$ cat config.mk
export PLATFORM = sky130hd
export DESIGN_NAME = qspi_ahb_slave_ctrl
export DESIGN_NICKNAME = d
export VERILOG_FILES = /design/src/rtl/qspi_ahb_slave_ctrl.sv
export SDC_FILE = /design/constraint.sdc
export NUM_CORES = 1
export LEC_CHECK = 0
export ABC_AREA = 1
export CELL_PAD_IN_SITES_DETAIL_PLACEMENT = 1
export CELL_PAD_IN_SITES_GLOBAL_PLACEMENT = 1
export CORE_MARGIN = 4
export CORE_UTILIZATION = 42
export CTS_CLUSTER_DIAMETER = 200
export DETAILED_ROUTE_END_ITERATION = 6
export GPL_ROUTABILITY_DRIVEN = 0
export PLACE_DENSITY_LB_ADDON = 0.1
export SYNTH_ARGS = -nofsm -noshare
export SYNTH_HDL_FRONTEND = slang
export SYNTH_SLANG_ARGS = --single-unit
$ cat constraint.sdc
create_clock -name h_clk -period 3.95 [get_ports h_clk]
set_clock_uncertainty 0.1 [all_clocks]
set_input_delay 0.395 -clock h_clk [delete_from_list [all_inputs] [get_ports h_clk]]
set_output_delay 0.395 -clock h_clk [all_outputs]
set_load 0.01 [all_outputs]
$ cat src/rtl/qspi_ahb_slave_ctrl.sv
// rtl/qspi_ahb_slave_ctrl.sv - AHB slave control FSM for config accesses and XIP flash reads
module qspi_ahb_slave_ctrl #(
   parameter int TIMEOUT_CYCLES = 1024,
   parameter int TO_W           = 11
) (
   input  logic       h_clk,
   input  logic       h_rstn,
   input  logic       h_sel,
   input  logic [1:0] h_trans,
   input  logic       h_write,
   input  logic [2:0] h_burst,
   input  logic       cfg_reg_wr,
   input  logic       enter_xip_mode,
   input  logic       addr_err,
   input  logic       xip_data_valid,
   input  logic       xip_idle,
   output logic       h_ready,
   output logic [1:0] h_resp,
   output logic       cfg_reg_wr_en,
   output logic       load_h_addr,
   output logic       load_h_burst,
   output logic       xip_start,
   output logic       xip_next,
   output logic       xip_stop
);

   typedef enum logic [2:0] {
      S_IDLE, S_CFG_WR, S_XIP_REQ, S_XIP_WAIT, S_XIP_STOP, S_XIP_ABORT, S_ERR1, S_ERR2
   } state_t;

   state_t          r_state;
   state_t          w_nxt;
   logic            r_ready;
   logic [1:0]      r_resp;
   logic            r_cfg_en;
   logic            r_start;
   logic            r_abort_stop;
   logic [4:0]      r_beats;
   logic            r_incr;
   logic            r_gap;
   logic [TO_W-1:0] r_to;

   logic            w_vld;
   logic            w_dec;
   logic            w_wrap;
   logic            w_dec_err;
   logic            w_dec_cfg;
   logic            w_dec_xip;
   logic            w_dec_busy;
   logic            w_in_wait;
   logic            w_fetch_done;
   logic            w_accept;
   logic [4:0]      w_left;
   logic            w_more;
   logic            w_next;
   logic            w_hold;
   logic            w_end;
   logic            w_timeout;
   logic [4:0]      w_beat_load;
   logic            w_unused_write;

   // h_write is already folded into cfg_reg_wr / enter_xip_mode by the datapath
   assign w_unused_write = h_write;

   assign w_vld      = h_sel & h_ready & h_trans[1];
   assign w_dec      = w_vld & ((r_state == S_IDLE) | (r_state == S_CFG_WR) | (r_state == S_ERR2));
   assign w_wrap     = (h_burst == 3'b010) | (h_burst == 3'b100) | (h_burst == 3'b110);
   assign w_dec_err  = w_dec & (addr_err | w_wrap);
   assign w_dec_cfg  = w_dec & ~w_dec_err & cfg_reg_wr;
   assign w_dec_xip  = w_dec & ~w_dec_err & ~cfg_reg_wr & enter_xip_mode & xip_idle;
   assign w_dec_busy = w_dec & ~w_dec_err & ~cfg_reg_wr & enter_xip_mode & ~xip_idle;

   // A beat completes on flash data; r_gap marks a BUSY pause with no fetch outstanding,
   // during which the bus is ready and the next SEQ can be accepted at once.
   assign w_in_wait    = (r_state == S_XIP_WAIT);
   assign w_fetch_done = w_in_wait & ~r_gap & xip_data_valid;
   assign w_accept     = w_in_wait & (r_gap | xip_data_valid);
   assign w_left       = r_gap ? r_beats : (r_beats - 5'd1);
   assign w_more       = r_incr | (w_left != 5'd0);
   assign w_next       = w_accept & w_more & h_sel & (h_trans == 2'b11);
   assign w_hold       = w_accept & ~w_next & h_sel & (h_trans == 2'b01);
   assign w_end        = w_accept & ~w_next & ~w_hold;
   assign w_timeout    = w_in_wait & ~w_accept & (r_to == TO_W'(TIMEOUT_CYCLES - 1));

   assign h_ready       = w_in_wait ? w_accept : r_ready;
   assign h_resp        = r_resp;
   assign cfg_reg_wr_en = r_cfg_en;
   assign xip_start     = r_start;
   assign xip_next      = w_next;
   assign xip_stop      = w_end | r_abort_stop;
   assign load_h_addr   = w_dec_xip | w_next;
   assign load_h_burst  = w_dec_xip;

   // Beats per fixed-length burst; INCR loads a dummy count and is tracked by r_incr
   always_comb begin
      w_beat_load = 5'd1;
      case (h_burst)
         3'b011:  w_beat_load = 5'd4;
         3'b101:  w_beat_load = 5'd8;
         3'b111:  w_beat_load = 5'd16;
         default: w_beat_load = 5'd1;
      endcase
   end

   // Next-state selection
   always_comb begin
      w_nxt = r_state;
      case (r_state)
         S_IDLE, S_CFG_WR, S_ERR2: begin
            if (w_dec_err)       w_nxt = S_ERR1;
            else if (w_dec_cfg)  w_nxt = S_CFG_WR;
            else if (w_dec_xip)  w_nxt = S_XIP_REQ;
            else if (w_dec_busy) w_nxt = S_XIP_STOP;
            else                 w_nxt = S_IDLE;
         end
         S_XIP_REQ:   w_nxt = S_XIP_WAIT;
         S_XIP_WAIT: begin
            if (w_timeout)  w_nxt = S_XIP_ABORT;
            else if (w_end) w_nxt = S_XIP_STOP;
         end
         S_XIP_STOP:  if (xip_idle) w_nxt = S_IDLE;
         S_XIP_ABORT: if (xip_idle) w_nxt = S_ERR1;
         S_ERR1:      w_nxt = S_ERR2;
         default:     w_nxt = S_IDLE;
      endcase
   end

   // FSM state and its registered outputs, derived from the state being entered
   always_ff @(posedge h_clk or negedge h_rstn) begin
      if (!h_rstn) begin
         r_state      <= S_IDLE;
         r_ready      <= 1'b1;
         r_resp       <= 2'b00;
         r_cfg_en     <= 1'b0;
         r_start      <= 1'b0;
         r_abort_stop <= 1'b0;
      end else begin
         r_state      <= w_nxt;
         r_ready      <= (w_nxt == S_IDLE) | (w_nxt == S_CFG_WR) | (w_nxt == S_ERR2);
         r_resp       <= ((w_nxt == S_ERR1) | (w_nxt == S_ERR2)) ? 2'b01 : 2'b00;
         r_cfg_en     <= (w_nxt == S_CFG_WR);
         r_start      <= (w_nxt == S_XIP_REQ);
         r_abort_stop <= (w_nxt == S_XIP_ABORT) & (r_state != S_XIP_ABORT);
      end
   end

   // Beat counter, BUSY-gap flag and per-beat timeout counter
   always_ff @(posedge h_clk or negedge h_rstn) begin
      if (!h_rstn) begin
         r_beats <= 5'd0;
         r_incr  <= 1'b0;
         r_gap   <= 1'b0;
         r_to    <= '0;
      end else begin
         if (w_dec_xip) begin
            r_beats <= w_beat_load;
            r_incr  <= (h_burst == 3'b001);
            r_gap   <= 1'b0;
         end
         if (r_state == S_XIP_REQ) begin
            r_to <= '0;
         end
         if (w_in_wait) begin
            if (w_fetch_done)
               r_to <= '0;
            else if (!r_gap)
               r_to <= r_to + TO_W'(1);
            if (w_fetch_done && !r_incr)
               r_beats <= r_beats - 5'd1;
            if (w_next)
               r_gap <= 1'b0;
            else if (w_hold)
               r_gap <= 1'b1;
         end
      end
   end

endmodule

; ---- Word-level counts from Yosys, hierarchy flattened
; Index checks and enable logic that the tools add are counted.
[classes]
n_eq_ne = 23
muxes = 24
n_reduce_logical = 6
bitwise_logic = 42
n_addsub = 2
[ops]
columns = cell, count
row1 = 2-to-1 mux 11 bit, 4
row2 = "equality test 3 bit, second input constant", 11
row3 = 2-to-1 mux 3 bit, 8
row4 = bitwise AND 1 bit, 23
row5 = 2-to-1 mux 5 bit, 4
row6 = case mux 3 bit (6 select lines), 1
row7 = "equality test 3 x 2 -> 1 bit, second input constant", 5
row8 = case mux 5 bit (3 select lines), 1
row9 = OR 1 bit, 12
row10 = "adder 11 x 1 -> 11 bit, second input constant", 1
row11 = "equality test 11 x 10 -> 1 bit, second input constant", 1
row12 = "equality test 3 x 1 -> 1 bit, second input constant", 3
row13 = NOT 1 bit, 7
row14 = zero test 3 bit, 2
row15 = 2-to-1 mux 1 bit, 6
row16 = nonzero test 5 bit, 1
row17 = "subtractor 5 x 1 -> 5 bit, second input constant", 1
row18 = "inequality test 3 bit, second input constant", 1
row19 = OR reduction 3 bit, 1
row20 = "equality test 2 x 1 -> 1 bit, second input constant", 1
row21 = "equality test 2 bit, second input constant", 1
row22 = logical AND 1 bit, 1
row23 = zero test 1 bit, 1
[word_totals]
regBits = 26

; ---- Longest topological paths before layout
; Gate-level depths: netlist of run 1.
[depth]
ltp_word = 20
depth_mapped = 15

; ---- Least setup slack after synthesis of run 1
; No wires, ideal clock.
[synth_path]
path_type = register to output
start = register r_beats[0]
end = output xip_stop
slack_ns = 2.124
arrival_ns = 1.331
path_stages_with_launch = 13
n_path_buf = 0
cell_sequence = dfrtp_1 > inv_1 > ha_1 > inv_1 > nor2_1 > nand2_1 > nor2_1 > nand3_1 > nand2_1 > nand2_1 > nand2_1 > nand2_2 > nand2_1
[synth_via]
elab_chain_len = 14
[synth_lines]
columns = item, line
row1 = from (decl), 38  ; logic [4:0] r_beats;
row2 = from (signal assigned), 156  ; r_beats <= w_beat_load;
row3 = from (signal assigned), 169  ; r_beats <= r_beats - 5'd1;
row4 = subtractor 5 x 1 -> 5 bit, 78  ; assign w_left = r_gap ? r_beats : (r_beats - 5'd1);
row5 = 2-to-1 mux 5 bit *, 78
row6 = nonzero test 5 bit *, 79  ; assign w_more = r_incr | (w_left != 5'd0);
row7 = OR 1 bit *, 79
row8 = bitwise AND 1 bit * (3 in a row), 80  ; assign w_next = w_accept & w_more & h_sel & (h_trans == 2'b11);
row9 = NOT 1 bit *, "81, 82"
row10 = bitwise AND 1 bit *, "81, 82"
row11 = bitwise AND 1 bit (2 in a row), 81  ; assign w_hold = w_accept & ~w_next & h_sel & (h_trans == 2'b01);
row12 = NOT 1 bit, 82  ; assign w_end = w_accept & ~w_next & ~w_hold;
row13 = bitwise AND 1 bit *, 82
row14 = OR 1 bit *, 90  ; assign xip_stop = w_end | r_abort_stop;
row15 = to (decl), 24  ; output logic xip_stop
; Mark *: on every way between the ends. The rest lies on a longest branch, timed or not.

; ---- Worst setup path after layout of run 1
[layout_path]
start = input h_burst[2]
end = output load_h_addr
[layout_via]
elab_chain_len = 11
[layout_lines]
columns = item, line
row1 = from (decl), 11  ; input logic [2:0] h_burst,
row2 = equality test 3 x 2 -> 1 bit or equality test 3 bit (tied branches), 67  ; assign w_wrap = (h_burst == 3'b010) | (h_burst == 3'b100) | (h_burst == 3'b110);
row3 = OR 1 bit, 67
row4 = OR 1 bit *, 67
row5 = OR 1 bit *, 68  ; assign w_dec_err = w_dec & (addr_err | w_wrap);
row6 = bitwise AND 1 bit *, 68
row7 = NOT 1 bit *, 70  ; assign w_dec_xip = w_dec & ~w_dec_err & ~cfg_reg_wr & enter_xip_mode & xip_idle;
row8 = bitwise AND 1 bit * (4 in a row), 70
row9 = OR 1 bit *, 91  ; assign load_h_addr = w_dec_xip | w_next;
row10 = to (decl), 20  ; output logic load_h_addr,
; Marked as above.

==> results.md, run 1 <==
* I/O Buffers at 20
* Row count at 22
* Critical path arrival at 2510 ps
* Crit path top cell by count: nand2_1
* Unrepaired setup endpoints after global routing: no
* Post-synth EDFFs at 0
* Routed wire length at 3740 um
* Yosys cell types at 38
* Fin crit share at 0.762
* Post-CTS Setup Inserts at 0
* Met2 usage at 0.268
* Status: completed
* Worst ir drop on vdd at 0.000260 V
* Synthesized instance count at 228
* Post-CTS resize count at 0
* Family with the most delay on the worst path: buffers and inverters
* Fmax at 332 MHz
* Worst setup path class: in2out
* GRT Overall Usage at 0.164
* Synth async-reset ratio at 1.00
* Clock root cell: clkbuf_8
* Gr ovfl total at 0
* H-tree Lvls at 1
* Skew-Pair Late Insertion Delay at 280 ps
* Initial DRT Pass Iterations at 4
* GRT Max-Usage Layer: met2
* Die span in x at approximately 71 um
* Fraction of layout cells with a size suffix above 1 at 0.112
* Synth-to-Final Area Change at 17.6%
* # DRC at 0
* CTS tree: done
* Number of clock sinks at 26
* Layout Nets at between 200 and 300
* Slowest CP cell: clkdlybuf4s50_1
* Syn nets at 244
* Vias per cell at between 4 and 5
* Clock Tree Buf Depth at 2
* Max Cap Viol at 0
* Initial core utilization at 0.445
* Crit path cell chain: clkdlybuf4s50_1 > or2_1 > nand2_1 > nand2_1 > inv_1 > nand4_2 > nand2_1 > clkdlybuf4s50_1
* Largest net degree at the start of global routing at 27
* Routed WL per cell at between 10 and 15 um
* Die area at 0.00503 sq mm
* Fillers at 496
* Antenna Cells at 0
* Placed Cells at 294
* Met1 Track Usage GR at 0.219
* Post-route ant nets at 0
* Io pins at 23
* Clock slew at reported path FFs at roughly 90 ps
* Synth Register Bits at 26
* Number of global-route vias before repair at 1508
* Multi-input gate area at about 780 sq um
* Final setup vio count at 0
* Grt met3 use at 0.0384
* Power per cell area at 507 mW/mm^2
* Yosys warns at 0
* Hold crit path type: in2async
* CP Launch Type: primary input
* DRT iter0 DRCs at 47
* Fin. Hold Viols at 0
* Synthesized area at 0.00166 sq mm
* WP data required at 3450 ps
* Die Y at slightly above 70 um
* Top_reg_cell synth: dfrtp_1
* Minimum clock period at 3010 ps
* Leak Pwr at a little over 1 nW
* Hold buffers post-CTS at 0
* Max Slew Vio Count at 0
* Crit Path Max Fanout at 13
* Final Non-Filler Cells at ~300
* Initial antenna violation count at 0
* Critical Path End Type: output port
* Area of the core at 0.00374 sq mm
* Fin Setup TNS at 0 ps
* Placed wire-length estimate at 2980 um
* Largest stage delay, worst path at 570 ps
* Syn Area/Cell at 7.30 sq um
* First-pass GRT wire length at 6750 um
* Register area at 652 sq um
* Seq/Total Area, Yosys at 0.392
* Via count at 1477
* TritonCTS Buffers at 3
* Bufs and invs on worst path at 3
## area by class of cell
type,instances,area share
timing repair buffer,21,0.106
clock buffer,4,0.0281
multi-input combinational,147,0.401
sequential,26,0.333
inverter,52,0.101
tap,48,0.0307
## power by group
group	leakage, nW	internal [mW]	switching, mW	total, mW
sequential	0.343	0.328	0.0664	0.394
combinational	0.645	0.159	0.261	0.420
clock	0.0288	0.0893	0.0886	0.178
## path summary, 6_finish.rpt
check / from / to / slack, ps / depth (start not counted)
worst min-delay path: h_rstn / r_to[4]$_DFF_PN0_ / 390 / 2
max in group asynchronous: h_rstn / r_ready$_DFF_PN1_ / 3060 / 2
worst min register to register: r_incr$_DFFE_PN0P_ / r_incr$_DFFE_PN0P_ / 400 / 2
min in group h_clk: r_incr$_DFFE_PN0P_ / r_incr$_DFFE_PN0P_ / 400 / 2
worst max register to register: r_state[0]$_DFF_PN0_ / r_ready$_DFF_PN1_ / 1850 / 10
worst max-delay path: h_burst[2] / load_h_addr / 940 / 8
## registers in the layout, indices dropped and copies added (netlist names)
signal,count
r_to,11
cfg_reg_wr_en,1
r_beats,5
r_gap,1
xip_start,1
r_ready,1
r_abort_stop,1
r_state,3
h_resp,1
r_incr,1
## cells in the final DEF, fill, tap and decap left out, types with 4 or more instances in the layout
cell type / netlist / final
dfrtp_1: 25 / 25
nand3_1: 15 / 15
o21ai_0: 7 / 7
nand2_2: 6 / 6
inv_1: 49 / 49
nand2_1: 48 / 48
clkdlybuf4s50_1: 0 / 20
nor3_1: 7 / 7
a21oi_1: 7 / 7
nor2_1: 20 / 20
clkbuf_8: 0 / 4
## routing by layer
layer,vias up,wire (um)
met5,-,0
met4,0,38
met3,4,157
met2,21,1690
met1,693,1850
li1,759,-
## per-stage QoR
stage / hold WS (ps) / power (mW) / setup slack, ps / instance area (sq um) / utilization
final: 389 / 0.991 / 941 / 1960 / 0.523
after detailed placement: 369 / 0.820 / 911 / 1900 / 0.508
after global placement: 375 / 0.808 / 921 / 1900 / 0.508
after CTS: 396 / 1.00 / 887 / 1960 / 0.523
after floorplan: -0.591 / 0.699 / 2120 / 1660 / -
after global routing: 423 / 1.10 / 707 / 1960 / 0.523
## worst reg2reg max path: cells and delay by family (launching register included)
| family | cells | cell delay (ps) |
|---|---|---|
| flops | 1 | 490 |
| simple gates | 9 | 1170 |
| compound gates | 1 | 280 |
## cells by family (layout without fill, tap and decap cells)
| group | after synthesis | in the layout | share of synthesized area |
|---|---|---|---|
| simple gates | 113 | 113 | 0.332 |
| buf+inv | 55 | 77 | 0.137 |
| compound gates | 30 | 30 | 0.117 |
| flops | 26 | 26 | 0.392 |
| fa+ha+maj | 2 | 2 | 0.0150 |
| other cells | 1 | 1 | 0.00225 |
| xor+xnor | 1 | 1 | 0.00526 |
## synth_stat cells, types with 3 or more instances
library cell	n	area, sq um
nor3_1	7	35.0
o21ai_1	3	15.0
a21oi_1	7	35.0
nand2_1	48	180
nor2_1	20	75.1
nand4_1	3	18.8
nand2_2	6	37.5
o21ai_2	3	26.3
dfrtp_1	25	626
inv_1	49	184
nor2_4	3	33.8
o21ai_0	7	35.0
nand3_1	15	75.1
Power figures use the tool's default switching activity.
==> run 2, diff against run 1 <==
--- a/config.mk
+++ b/config.mk
@@ -9,7 +9,7 @@
 export CELL_PAD_IN_SITES_DETAIL_PLACEMENT = 1
 export CELL_PAD_IN_SITES_GLOBAL_PLACEMENT = 1
 export CORE_MARGIN = 4
-export CORE_UTILIZATION = 42
+export CORE_UTILIZATION = 35
 export CTS_CLUSTER_DIAMETER = 200
 export DETAILED_ROUTE_END_ITERATION = 6
 export GPL_ROUTABILITY_DRIVEN = 0
==> constraint.sdc (replaced) <==
create_clock -name h_clk -period 2.65 [get_ports h_clk]
set_clock_uncertainty 0.1 [all_clocks]
set_input_delay 0.265 -clock h_clk [delete_from_list [all_inputs] [get_ports h_clk]]
set_output_delay 0.265 -clock h_clk [all_outputs]
set_load 0.01 [all_outputs]
==> results.md, run 2 (same netlist as run 1, synthesis figures left out) <==
* Status: completed
* Antenna Cells at 0
* Skew-Pair Late Insertion Delay at between 200 and 300 ps
* First-pass GRT wire length at 7130 um
* # DRC at 0
* Clock Tree Buf Depth at 2
* Via count at about 1500
* Worst setup path class: reg2out
* P_sw at 0.635 mW
* Max Cap Viol at 0
* Clock root cell: clkbuf_8
* Largest regs: r_to (11), r_beats (5), r_state (3)
* Initial antenna violation count at 0
* Fin crit share at 0.927
* Post-route ant nets at 0
* Seq pwr share at 0.372
* Vias per cell at 4.92
* Final Worst Setup Slack at between 150 and 200 ps
* Die Y at between 70 and 80 um
* Minimum clock period at 2460 ps
* Fraction of layout cells with a size suffix above 1 at 0.126
* DRT iter0 DRCs at 61
* Most common cell after layout, fill and taps aside: inv_1
* Unrepaired setup endpoints after global routing: no
* Final setup vio count at 0
* Area of the core at 0.00447 sq mm
* Layout Nets at 271
* Leak Pwr at 1.08 nW
* Io pins at 23
* Number of clock sinks at 26
* Synth-to-Final Area Change at 20.9%
* Number of global-route vias before repair at 1556
* WP data required at between 2000 and 2500 ps
* Clk pwr share at 0.216
* I/O Buffers at 20
* Fillers at 580
* H-tree Lvls at 1
* Placed wire-length estimate at 3100 um
* GRT Overall Usage at 0.144
* Gr ovfl total at 0
* Finished Cell Area at between 0.002 and 0.0025 sq mm
* Initial DRT Pass Iterations at 4
* Sw Ratio at 0.403
* Register area at 652 sq um
* TritonCTS Buffers at 3
* Multi-input gate area at 785 sq um
* CTS tree: done
* Die span in x at 77.0 um
* Fmax at 407 MHz
* CP Launch Type: register
* Largest net degree at the start of global routing at 27
* Routed WL per cell at approximately 13 um
* Routed wire length at 3870 um
* Largest Register: r_to
* Pint at 0.942 mW
* Die area at 0.00592 sq mm
* Crit Path Max Fanout at 8
* Pre-CTS setup slack at 180 ps
* Max Slew Vio Count at 0
* Initial core utilization at 0.372
* Max reg flops at 11
* Worst ir drop on vdd at 0.000446 V
* Critical Path End Type: output port
* Hold crit path type: in2async
* Fin. Hold Viols at 0
* Combinational power share at 0.412
* Critical path arrival at between 2000 and 2500 ps
* Hold buffers post-CTS at 0
* Row count at 24
* Clock slew at reported path FFs at 100 ps
* Fin Setup TNS at 0 ps
* DP Area at approximately 0.0019 sq mm
* Power per cell area at approximately 780 mW/mm^2
* Highest-count cells in the layout ignoring fill and taps: 49 x inv_1, 48 x nand2_1, 25 x dfrtp_1
run 2: repair_timing:
| action | CTS | global route |
|---|---|---|
| setup endpoints to repair | 2 | 2 |
| gates resized for setup | 2 | 2 |
| buffers inserted | 1 | 1 |
run 2: final timing paths:
kind	startpoint	endpoint	slack, ps	cells past startpoint
min in group h_clk	r_incr$_DFFE_PN0P_	r_incr$_DFFE_PN0P_	400	2
worst min-delay path	h_rstn	xip_start$_DFF_PN0_	250	2
worst max register to register	r_state[0]$_DFF_PN0_	r_beats[4]$_DFF_PN0_	770	9
worst min register to register	r_incr$_DFFE_PN0P_	r_incr$_DFFE_PN0P_	400	2
worst max-delay path	r_state[0]$_DFF_PN0_	load_h_burst	190	8
max in group asynchronous	h_rstn	r_ready$_DFF_PN1_	1880	2
run 2: area by class of cell:
class / count / share of cell area
flip-flops and latches: 26 / 0.324
repair buffers: 25 / 0.120
clock buffers: 3 / 0.0205
multi-input cells: 147 / 0.390
inverters: 52 / 0.0983
clock inverters: 1 / 0.0149
well taps: 52 / 0.0323
run 2: power by group through the flow:
stage               Clock, mW  Combinational, mW  Sequential [mW]
floorplan                   0              0.480            0.562
global placement            0              0.620            0.596
detailed placement          0              0.636            0.596
CTS                     0.353              0.655            0.585
global route            0.365              0.768            0.603
finish                  0.341              0.650            0.586
run 2: through the flow:
step / instances / hold WS [ps] / utilization / total power, mW
detailed placement: 300 / 368 / 0.430 / 1.23
floorplan: 228 / -131 / - / 1.04
CTS: 305 / 255 / 0.447 / 1.59
global route: 306 / 284 / 0.450 / 1.74
global placement: 300 / 378 / 0.430 / 1.22
finish: 306 / 248 / 0.450 / 1.58
run 2: routing by layer:
layer | global-route usage | share of wire | vias to the layer above
li1 | - | - | 773
met1 | 0.198 | 0.50 | 706
met2 | 0.235 | 0.45 | 24
met3 | 0.0281 | 0.046 | 4
met4 | 0.0272 | 0.0065 | 0
met5 | 0 | 0 | -
run 2: worst max-delay path, stage by stage, from the launching register on:
cell and delay [ps]:
dfrtp_1 480, nand2_2 140, nor2_4 70, nand2_1 110, nand2_1 70, nor2_1 120, nand4_2 140, inv_1 130
clkdlybuf4s50_1 550
